===== src/rtl/vdp_pkg.sv =====
// Shared definitions for the VDP CPU bus interface: control opcodes,
// state encodings and status/register bit positions.
package vdp_pkg;

  // Second control byte, bits [7:6]
  localparam logic [1:0] CTL_REG   = 2'b10;
  localparam logic [1:0] CTL_WADDR = 2'b01;
  localparam logic [1:0] CTL_RADDR = 2'b00;

  localparam int STATUS_F_BIT = 7;
  localparam int REG1_IE_BIT  = 5;

  typedef enum logic {
    FIRST,
    SECOND
  } ctl_state_e;

  typedef enum logic [1:0] {
    IDLE,
    FETCH,
    LATCH
  } pf_state_e;

  // Status byte as seen on a control-port read
  function automatic logic [7:0] status_byte(input logic frame_flag);
    logic [7:0] s;
    s = 8'h00;
    s[STATUS_F_BIT] = frame_flag;
    return s;
  endfunction

endpackage


===== src/rtl/vdp_prefetch.sv =====
// VRAM read-ahead: fetches the byte at the pointer into the read buffer so
// the next CPU data read can be answered without waiting on VRAM.
//
// state | meaning
// IDLE  | no read in flight, buffer holds last fetched/written byte
// FETCH | vram_re high, VRAM samples the address at the end of this cycle
// LATCH | vram_rdata valid, captured into the buffer at the end of this cycle
//
// A CPU data write (wr) kills any read in flight: the written byte goes into
// the buffer and the late vram_rdata is dropped. Reset abandons a read too.
module vdp_prefetch
  import vdp_pkg::*;
(
  input  logic       phi,
  input  logic       reset,
  input  logic       start,
  input  logic       wr,
  input  logic [7:0] wdata,
  input  logic [7:0] rdata,
  output logic [7:0] buffer,
  output logic       re
);

  pf_state_e pf_state;

  // Prefetch sequencing, buffer capture and write abort
  always_ff @(negedge phi) begin
    if (reset) begin
      pf_state <= IDLE;
      re       <= 1'b0;
      buffer   <= 8'h00;
    end else begin
      re <= 1'b0;
      if (wr) begin
        pf_state <= IDLE;
        buffer   <= wdata;
      end else if (start) begin
        pf_state <= FETCH;
        re       <= 1'b1;
      end else begin
        case (pf_state)
          FETCH: pf_state <= LATCH;
          LATCH: begin
            buffer   <= rdata;
            pf_state <= IDLE;
          end
          default: pf_state <= IDLE;
        endcase
      end
    end
  end

endmodule


===== src/rtl/vdp_bus_if.sv =====
// Z180 I/O port interface to the VDP: data/control port decode, two-byte
// control protocol, auto-incrementing VRAM pointer, status with frame flag
// and maskable frame interrupt. All state moves on the falling edge of phi.
//
// state  | meaning
// FIRST  | next control write is the first byte, latched
// SECOND | next control write is a command using the latched byte
module vdp_bus_if
  import vdp_pkg::*;
#(
  parameter logic [7:0] PORT_BASE = 8'h80,
  parameter int         ADDR_W    = 14,
  parameter int         NUM_REGS  = 8
) (
  input  logic                    phi,
  input  logic                    reset,
  input  logic [7:0]              a,
  input  logic [7:0]              d_in,
  input  logic                    iorq_rd,
  input  logic                    rd_tick,
  input  logic                    wr_tick,
  output logic [7:0]              d_out,
  output logic                    d_oe,
  output logic [ADDR_W-1:0]       vram_addr,
  output logic [7:0]              vram_wdata,
  output logic                    vram_we,
  output logic                    vram_re,
  input  logic [7:0]              vram_rdata,
  input  logic                    frame_tick,
  output logic [8*NUM_REGS-1:0]   regs,
  output logic                    int_n
);

  localparam int IDX_W = $clog2(NUM_REGS);

  logic              hit_data;
  logic              hit_ctl;
  logic              wr_data;
  logic              wr_ctl;
  logic              rd_data;
  logic              rd_stat;
  logic              cmd_second;
  logic              addr_cmd;
  logic              pf_start;
  logic [13:0]       addr_word;
  logic [ADDR_W-1:0] addr_load;
  logic [ADDR_W-1:0] ptr;
  logic [ADDR_W-1:0] ptr_next;
  logic [7:0]        latch;
  logic [7:0]        buffer;
  logic              frame_flag;
  ctl_state_e        ctl_state;
  logic [7:0]        reg_file [NUM_REGS];

  assign hit_data = (a == PORT_BASE);
  assign hit_ctl  = (a == (PORT_BASE | 8'h01));

  assign wr_data = wr_tick & hit_data;
  assign wr_ctl  = wr_tick & hit_ctl;
  assign rd_data = rd_tick & hit_data;
  assign rd_stat = rd_tick & hit_ctl;

  assign cmd_second = wr_ctl & (ctl_state == SECOND);
  assign addr_cmd   = cmd_second & ((d_in[7:6] == CTL_WADDR) | (d_in[7:6] == CTL_RADDR));
  assign pf_start   = (cmd_second & (d_in[7:6] == CTL_RADDR)) | rd_data;

  // Address command: six high bits from the command byte, low byte latched
  assign addr_word = {d_in[5:0], latch};
  assign addr_load = addr_word[ADDR_W-1:0];

  assign d_oe = iorq_rd & (hit_data | hit_ctl);

  // CPU read mux: read-ahead buffer on the data port, status on control
  always_comb begin
    d_out = 8'h00;
    if (hit_data) begin
      d_out = buffer;
    end else if (hit_ctl) begin
      d_out = status_byte(frame_flag);
    end
  end

  // Pointer after this cycle's access; data accesses step, commands load
  always_comb begin
    ptr_next = ptr;
    if (wr_data | rd_data) begin
      ptr_next = ptr + ADDR_W'(1);
    end else if (addr_cmd) begin
      ptr_next = addr_load;
    end
  end

  // Control protocol and register file; data/status accesses resync to FIRST
  always_ff @(negedge phi) begin
    if (reset) begin
      ctl_state <= FIRST;
      latch     <= 8'h00;
      for (int i = 0; i < NUM_REGS; i++) begin
        reg_file[i] <= 8'h00;
      end
    end else if (wr_data | rd_data | rd_stat) begin
      ctl_state <= FIRST;
    end else if (wr_ctl) begin
      if (ctl_state == FIRST) begin
        latch     <= d_in;
        ctl_state <= SECOND;
      end else begin
        if (d_in[7:6] == CTL_REG) begin
          reg_file[d_in[IDX_W-1:0]] <= latch;
        end
        ctl_state <= FIRST;
      end
    end
  end

  // VRAM pointer and write port; vram_addr follows whichever access is issued
  always_ff @(negedge phi) begin
    if (reset) begin
      ptr        <= '0;
      vram_addr  <= '0;
      vram_wdata <= 8'h00;
      vram_we    <= 1'b0;
    end else begin
      ptr     <= ptr_next;
      vram_we <= wr_data;
      if (wr_data) begin
        vram_addr  <= ptr;
        vram_wdata <= d_in;
      end else if (pf_start) begin
        vram_addr <= ptr_next;
      end
    end
  end

  // Frame flag (set wins over a coincident status read) and registered interrupt
  always_ff @(negedge phi) begin
    if (reset) begin
      frame_flag <= 1'b0;
      int_n      <= 1'b1;
    end else begin
      if (frame_tick) begin
        frame_flag <= 1'b1;
      end else if (rd_stat) begin
        frame_flag <= 1'b0;
      end
      int_n <= ~(frame_flag & reg_file[1][REG1_IE_BIT]);
    end
  end

  for (genvar g = 0; g < NUM_REGS; g++) begin : g_regs
    assign regs[8*g +: 8] = reg_file[g];
  end

  vdp_prefetch u_prefetch (
    .phi    (phi),
    .reset  (reset),
    .start  (pf_start),
    .wr     (wr_data),
    .wdata  (d_in),
    .rdata  (vram_rdata),
    .buffer (buffer),
    .re     (vram_re)
  );

endmodule


===== config.mk =====
export PLATFORM = sky130hd
export DESIGN_NAME = vdp_bus_if
export DESIGN_NICKNAME = d
export VERILOG_FILES = /design/src/rtl/vdp_pkg.sv /design/src/rtl/vdp_prefetch.sv /design/src/rtl/vdp_bus_if.sv
export SDC_FILE = /design/constraint.sdc
export NUM_CORES = 1
export LEC_CHECK = 0
export ABC_AREA = 0
export CORE_MARGIN = 2
export CORE_UTILIZATION = 43
export CTS_CLUSTER_SIZE = 28
export DETAILED_ROUTE_END_ITERATION = 6
export GPL_ROUTABILITY_DRIVEN = 0
export MAX_ROUTING_LAYER = met4
export PLACE_DENSITY = 0.74
export SLEW_MARGIN = 20
export SYNTH_ARGS = -nofsm -noshare
export SYNTH_HDL_FRONTEND = slang
export SYNTH_SLANG_ARGS = --single-unit

===== constraint.sdc =====
create_clock -name phi -period 2.3 [get_ports phi]
set_input_delay 0.46 -clock phi [delete_from_list [all_inputs] [get_ports phi]]
set_output_delay 0.46 -clock phi [all_outputs]
set_load 0.03 [all_outputs]

Word level (Yosys, flattened, before mapping)

Memories as Yosys holds them, arrays and structs flattened.
Cells that the tools add are included.

Logic and storage cells: 74
Register bits: 59
Input bits: 30
Output and inout bits: 98
Memories: 1
RAM bits: 64

Memory list:

| memory   | words | bits a word | rd ports | clocked after memory_dff | wr ports | line             | source |
|---|---|---|---|---|---|---|---|
| reg_file | 8     | 8           | 8        | 0                        | 8        | vdp_bus_if.sv:53 | `logic [7:0] reg_file [NUM_REGS];` |

Reduce and logical (&&, ||, !) cells: 10
Equality and inequality tests: 7
Bitwise operators: 17
$add $sub $neg: 1
Mux-type cells: 26

Operators by type and width:

| kind                                           | count |
|---|---|
| two-way mux 14 bit                             | 4 |
| two-way mux 8 bit                              | 6 |
| == test 8 bit (second input constant)          | 2 |
| adder 14 x 1 -> 14 bit (second input constant) | 1 |
| two-way mux 1 bit                              | 14 |
| AND 1 bit                                      | 9 |
| OR reduction 8 bit                             | 1 |
| nonzero test 2 bit                             | 3 |
| OR 1 bit                                       | 5 |
| == test 2 x 1 -> 1 bit (second input constant) | 2 |
| == test 2 bit (second input constant)          | 2 |
| OR reduction 2 bit                             | 2 |
| two-way mux 3 bit                              | 1 |
| NOT 1 bit                                      | 3 |
| AND reduction 3 bit                            | 1 |
| OR reduction 3 bit                             | 1 |
| zero test 2 bit                                | 1 |
| two-way mux 2 bit                              | 1 |
| inequality test 2 bit (second input constant)  | 1 |
| AND reduction 2 bit                            | 1 |

Logic depth before layout (Yosys ltp)

Gate-level depths: netlist (run 1).

Depth in word-level cells: 9
Depth in mapped cells: 8
Mapped depth without buffers: 6

Modules after synthesis

From an unflattened synthesis (run 1), not the netlist that was laid out.

Cell total of the unflattened synthesis: 466
Area, all modules: 5411.4 um^2

Modules (own cells, without submodules):

| module       | seq. area each (um^2) | area each (um^2) | cells each | times used |
|---|---|---|---|---|
| vdp_bus_if   | 2882.8                | 4852.2           | 414        | 1 |
| vdp_prefetch | 200.2                 | 559.3            | 52         | 1 |

==> results of run 1 <==
## timing repair
action                     in CTS  in global routing
gates resized for setup       236                 64
pin swaps                      27                 20
setup buffers                  26                 13
cloned                          3                  0
setup endpoints to repair     282                282
## how the worst min path moves through the flow
stage / startpoint / endpoint / slack, ns / cells after the start
2_1_floorplan: frame_flag / int_n / 0.40 / 1
3_3_place_gp: vram_wdata[0] / vram_wdata[0] / 0.44 / 2
3_5_place_dp: vram_wdata[7] / vram_wdata[7] / 0.45 / 2
4_1_cts: vram_wdata[7] / vram_wdata[7] / 0.46 / 2
5_1_grt: vram_wdata[4] / vram_wdata[4] / 0.49 / 2
6_report: vram_wdata[7] / vram_wdata[7] / 0.47 / 2
## layout by cell type (no fill, tap or decap), drive strengths merged, types with 4 or more instances in the layout
cell type	netlist	routed
clkbuf	10	19
a211oi	5	5
or3	6	6
and3	4	4
and2	71	71
inv	4	136
mux2i	11	11
dfxtp	58	58
nand3	8	9
a22oi	11	11
a21oi	13	13
nor4	5	5
buf	8	204
nor2	52	52
a311oi	8	8
nand2	37	37
or2	9	9
edfxtp	64	64
clkdlybuf4s50	0	16
nand2b	7	7
nor3	7	7
o21ai	19	19
## cell type report
type                       instances  area share
tap                              143      0.0195
clock inverter                   137      0.0650
timing repair buffer             225       0.256
multi-input combinational        318       0.272
clock buffer                      17      0.0463
sequential                       122       0.341
inverter                           3     0.00123
## metal layers
metal  track usage  up-vias  part of all wire
met2         0.451      329              0.51
met5             -        -                 0
met1         0.304     2493              0.37
met4         0.164        0             0.030
li1              -     2383                 -
met3        0.0988       47             0.084
## cells by family (layout without fill, tap and decap cells)
| group | count (synthesis) | in the layout |
|---|---|---|
| buffers and inverters | 22 | 382 |
| AOI/OAI and AO/OA | 82 | 82 |
| adders and majority gates | 1 | 1 |
| xor gates and xnor gates | 1 | 1 |
| DFF | 122 | 122 |
| muxes | 11 | 11 |
| and+or+nand+nor | 222 | 223 |
## where the power goes
part	total (uW)	leakage [uW]	switching [uW]	internal, uW
clock network	3500	0.000937	1700	1800
registers	2370	0.00114	24.5	2340
logic	415	0.00213	229	186
total	6280	0.00421	1950	4330
## flip-flops by register name (all words and copies together), names as in the netlist
register,cells
vram_wdata,8
reg_file,64
vram_addr,14
int_n,1
u_prefetch.buffer,8
frame_flag,1
ctl_state,1
latch,8
ptr,14
u_prefetch.pf_state,2
vram_we,1
## worst reg2reg max path: stages, from the launching register on
cell	delay, ns
dfxtp_1	0.39
or4bb_4	0.57
nor4_4	0.38
buf_4	0.19
nand2b_4	0.11
nor3_4	0.15
or2_4	0.21
## metrics by stage
| stage | instances | instance area, um^2 | setup WS [ns] | TNS, ns | hold WS (ns) |
|---|---|---|---|---|---|
| floorplan | 461 | 5350 | -1.16 | -175.81 | 0.396 |
| global placement | 775 | 7030 | -1.68 | -275.92 | 0.443 |
| detailed placement | 775 | 7030 | -1.72 | -283.18 | 0.447 |
| CTS | 957 | 8950 | -0.807 | -151.53 | 0.455 |
| global route | 965 | 9180 | -0.855 | -162.15 | 0.487 |
| finish | 965 | 9180 | -0.851 | -157.01 | 0.469 |
==> results_dict.tcl, run 1 <==
set metrics [dict create \
    antenna_left 0 \
    clock-root-buffer "clkbuf_16" \
    area_growth_pct 78.1 \
    power.density_mw_per_mm2 684 \
    final_nets 840 \
    utilization 0.794 \
    multiInputGateArea_mm2 0.00249 \
    r2r_start "ctl_state" \
    totalPowerFinal_uw 6280 \
    muxShareOfSynthArea 0.0214 \
    fp.dieH_um 113 \
    synth-simple-area-share 0.236 \
    ir_drop_uv 397 \
    violations "setup timing" \
    numCtsBuffers 17 \
    ys_warn_count 0 \
    crit_family "simple AND/OR/NAND/NOR gates" \
    grt_max_degree 55 \
    worstMarginPinSlew_ns 0.651 \
    start_util 0.446 \
    synthTopCellsByCount "and2_1 (71), edfxtp_1 (64), dfxtp_1 (58), nor2_1 (50), nand2_1 (37)" \
    ioPinCount 128 \
    holdCritPathClass "reg -> reg" \
    status "complete, but fails checks" \
    vias 5252 \
    routed_wl_um 17700 \
    synth_top_family_by_area "simple AND/OR/NAND/NOR gates" \
    vias_per_cell 5.44 \
    end_kind "flop" \
    antenna_found_initial 0 \
    clk_latency_ns 0.47 \
    htreeDepth 4 \
    cp-startpoint "d_in[6]" \
    worstPathBufferInverterCount 2 \
    reg2reg_depth 6 \
    startpoint_type "primary input" \
    synth_top_area_cell "edfxtp_1" \
    port_buffers 127 \
    synthAdderAreaFrac 0.00243 \
    leakage_uw 0.00421 \
    yosysTopAreaCellShare 0.373 \
    drive_gt1_frac 0.476 \
    core_area_mm2 0.0116 \
    synthTopCellsByArea "edfxtp_1 (37%), dfxtp_1 (23%), and2_1 (8.6%)" \
    drt-initial-drc-count 383 \
    routedWlPerCell_um 18.4 \
    synth_cell_types 66 \
    post-synth-top-count-cell "and2_1" \
    syn_nets 492 \
    die_w_um 113 \
    path_class "in -> reg" \
    grt_pass1_vias 5590 \
    dpl.hpwl_um 9890 \
    crit_fanout 8 \
    register_area_mm2 0.00313 \
    rsz0062_at_grt "true" \
    grt.total_usage 0.282 \
    relSlewSlack 0.566 \
    hold_viol 0 \
    cp.depth 7 \
    synth_compound_gate_area_share 0.118 \
    cpPeakStageDelay_ns 0.55 \
    cts.sinks 122 \
    placementRows 39 \
    clk_pin_slew_worst_paths_ns 0.03 \
    drv_cap 0 \
    yosys_register_bits 122 \
    syn_avg_cell_area_um2 11.2 \
    first_pass_iters 5 \
    synth_flop_cell "edfxtp_1" \
    maxSlewViolCount 0 \
    grt_pass1_wl_um 27000 \
    dieArea_mm2 0.0129 \
    final.fill_count 647 \
    setup_slack_ns -0.851 \
    r2r_end "reg_file[0][3]" \
    crit_required_ns 1.29 \
    setup_viol 282 \
    critPathSlowestCell "or4bb_4" \
    synth_edf_count 64 \
    crit_chain "buf_6, or4bb_4, nor4_4, buf_4, nand2b_4, nor3_4, or2_4" \
    syn_area_mm2 0.00515 \
    antenna_cells 0 \
    endpoint "reg_file[0][3]" \
    synth_cells 461 \
    yosysSeqAreaShare 0.598 \
    synthXorXnorAreaFrac 0.00170 \
    cts_tree "built" \
    clock_skew_ns 0.0316 \
    drc 0 \
    cp.arrival_ns 2.14 \
    cts_buffer_depth 2 \
    r2r_setup_slack_ns -0.01 \
    grt-ovfl-total 0 \
    ys_async_sr_fraction 0 \
    postCtsHoldBufs 0 \
]
Power figures use the tool's default switching activity.
==> run 2, diff against run 1 <==
--- a/config.mk
+++ b/config.mk
@@ -15,2 +15,3 @@
 export PLACE_DENSITY = 0.74
+export SETUP_SLACK_MARGIN = 0.15
 export SLEW_MARGIN = 20
==> constraint.sdc (replaced) <==
create_clock -name phi -period 2.3 [get_ports phi]
set_input_delay 0.23 -clock phi [delete_from_list [all_inputs] [get_ports phi]]
set_output_delay 0.23 -clock phi [all_outputs]
set_load 0.03 [all_outputs]
==> run 2 against run 1 <==
Compared with the run above:
- the run still ends with setup timing left
- critical path depth up 2
- clock power up 8.0%
- core utilization up 1.4 points
- routed wire length up 6.7%
- sequential cell count unchanged
- non-clock buffer count up 9
- clock skew down 0.0024 ns
==> results_dict.tcl, run 2 (same netlist as run 1, synthesis figures left out) <==
set metrics [dict create \
    path_class "in -> reg" \
    cp-startpoint "a[5]" \
    crit_family "simple AND/OR/NAND/NOR gates" \
    critPathSlowestCell "or4_4" \
    setup_slack_ns -0.628 \
    routedWlPerCell_um 19.4 \
    placed_cells 779 \
    final_cells 974 \
    routed_wl_um 18900 \
    dieArea_mm2 0.0129 \
    pwr-share-seq 0.359 \
    htreeDepth 4 \
    grt-ovfl-total 0 \
    hold_viol 0 \
    clk_pin_slew_worst_paths_ns 0.03 \
    top_regs "reg_file (64), ptr (14), vram_addr (14)" \
    rsz0062_at_grt "true" \
    area_growth_pct 81.4 \
    power_frac_comb 0.066 \
    antenna_cells 0 \
    antenna_found_initial 0 \
    antenna_left 0 \
    drive_gt1_frac 0.477 \
    port_buffers 127 \
    grt_pass1_wl_um 26700 \
    mostFrequentLayoutCells "buf_6 (125), inv_1 (124), buf_4 (66)" \
    drt-initial-drc-count 378 \
    grt.total_usage 0.280 \
    dpl.hpwl_um 9800 \
    finalInstanceArea_mm2 0.00934 \
    crit_chain "buf_6, or4_4, buf_6, buf_8, or3_4, nor2_4, clkbuf_16, a22oi_1, o21ai_1" \
    cts_buffer_depth 2 \
    r2r_start "ctl_state" \
    regMostFlops "reg_file" \
    largest_reg_flops 64 \
    swShare 0.307 \
    first_pass_iters 5 \
    totalPowerFinal_uw 6570 \
    crit_required_ns 1.51 \
    worstPathBufferInverterCount 4 \
    final_common_cell "buf_6" \
    holdCritPathClass "reg -> reg" \
    vias_per_cell 5.52 \
    clock_skew_ns 0.0292 \
    fp.dieH_um 113 \
    startpoint_type "primary input" \
    start_util 0.446 \
    ioPinCount 128 \
    final_nets 849 \
    core_area_mm2 0.0116 \
    leakage_uw 0.00427 \
    grt_pass1_vias 5509 \
    p_clk_frac 0.575 \
    status "complete, but fails checks" \
    cp.arrival_ns 2.14 \
    vias 5374 \
    setup_viol 266 \
    cts_tree "built" \
    placementRows 39 \
    critPathMostFrequentCell "buf_6" \
    power.density_mw_per_mm2 703 \
    numCtsBuffers 17 \
    violations "setup timing" \
    intPower_uw 4560 \
    worstMarginPinSlew_ns 0.654 \
    die_w_um 113 \
    end_kind "flop" \
    postCtsHoldBufs 0 \
    cts.sinks 122 \
    p_switching_uw 2020 \
    fin_hold_ws_ns 0.428 \
    clk_latency_ns 0.47 \
    placed_area_mm2 0.00705 \
    maxSlewViolCount 0 \
    cpPeakStageDelay_ns 0.54 \
    crit_fanout 6 \
    min_from "frame_flag" \
    drv_cap 0 \
    ir_drop_uv 451 \
    relSlewSlack 0.564 \
    grt_max_degree 55 \
    clock-root-buffer "clkbuf_16" \
    drc 0 \
]
-- run 2: layout make-up --
type,count,area (um^2)
multi-input combinational,318,2470
clock buffer,17,425
timing repair buffer,234,2480
tap,143,179
sequential,122,3140
clock inverter,137,647
fill,608,2220
inverter,3,11.3
-- run 2: layer usage --
layer | vias up | wire, um | track usage
met5 | - | 0 | -
met4 | 0 | 641 | 0.149
met3 | 58 | 1650 | 0.0972
met2 | 381 | 9840 | 0.469
met1 | 2535 | 6780 | 0.290
li1 | 2400 | - | -
-- run 2: power groups by stage --
stage / Sequential [uW] / Clock, uW / Combinational (uW)
3_3_place_gp: 2390 / 320 / 353
6_report: 2360 / 3780 / 433
4_1_cts: 2370 / 3760 / 406
5_1_grt: 2360 / 4040 / 450
3_5_place_dp: 2390 / 320 / 359
2_1_floorplan: 2470 / 320 / 86.4
-- run 2: timing repair --
item	4_1_cts	5_1_grt
cloned	2	1
setup buffers	27	12
pin swaps	28	29
gates resized for setup	221	87
endpoints found under the setup margin	283	282
-- run 2: final timing paths --
check | endpoint | slack, ns | depth (start not counted)
hold / removal | int_n | 0.43 | 1
setup reg to reg | reg_file[0][3] | -0.10 | 7
hold reg to reg | int_n | 0.43 | 1
setup / recovery | vram_addr[3] | -0.63 | 9
-- run 2: per-stage QoR --
| stage | util | TNS [ns] | setup slack, ns |
|---|---|---|---|
| final | 0.808 | -98.94 | -0.628 |
| after global routing | 0.808 | -106.63 | -0.657 |
| after CTS | 0.774 | -93.51 | -0.596 |
| after detailed placement | 0.609 | -240.81 | -1.51 |
| after global placement | 0.609 | -232.75 | -1.47 |
| after floorplan | - | -133.28 | -0.932 |
==> run 3, diff against run 2 <==
Settings changed: SLEW_MARGIN 20 to default.
==> results of run 3 <==
Final layout, timing and power as in run 2 (identical DEF).
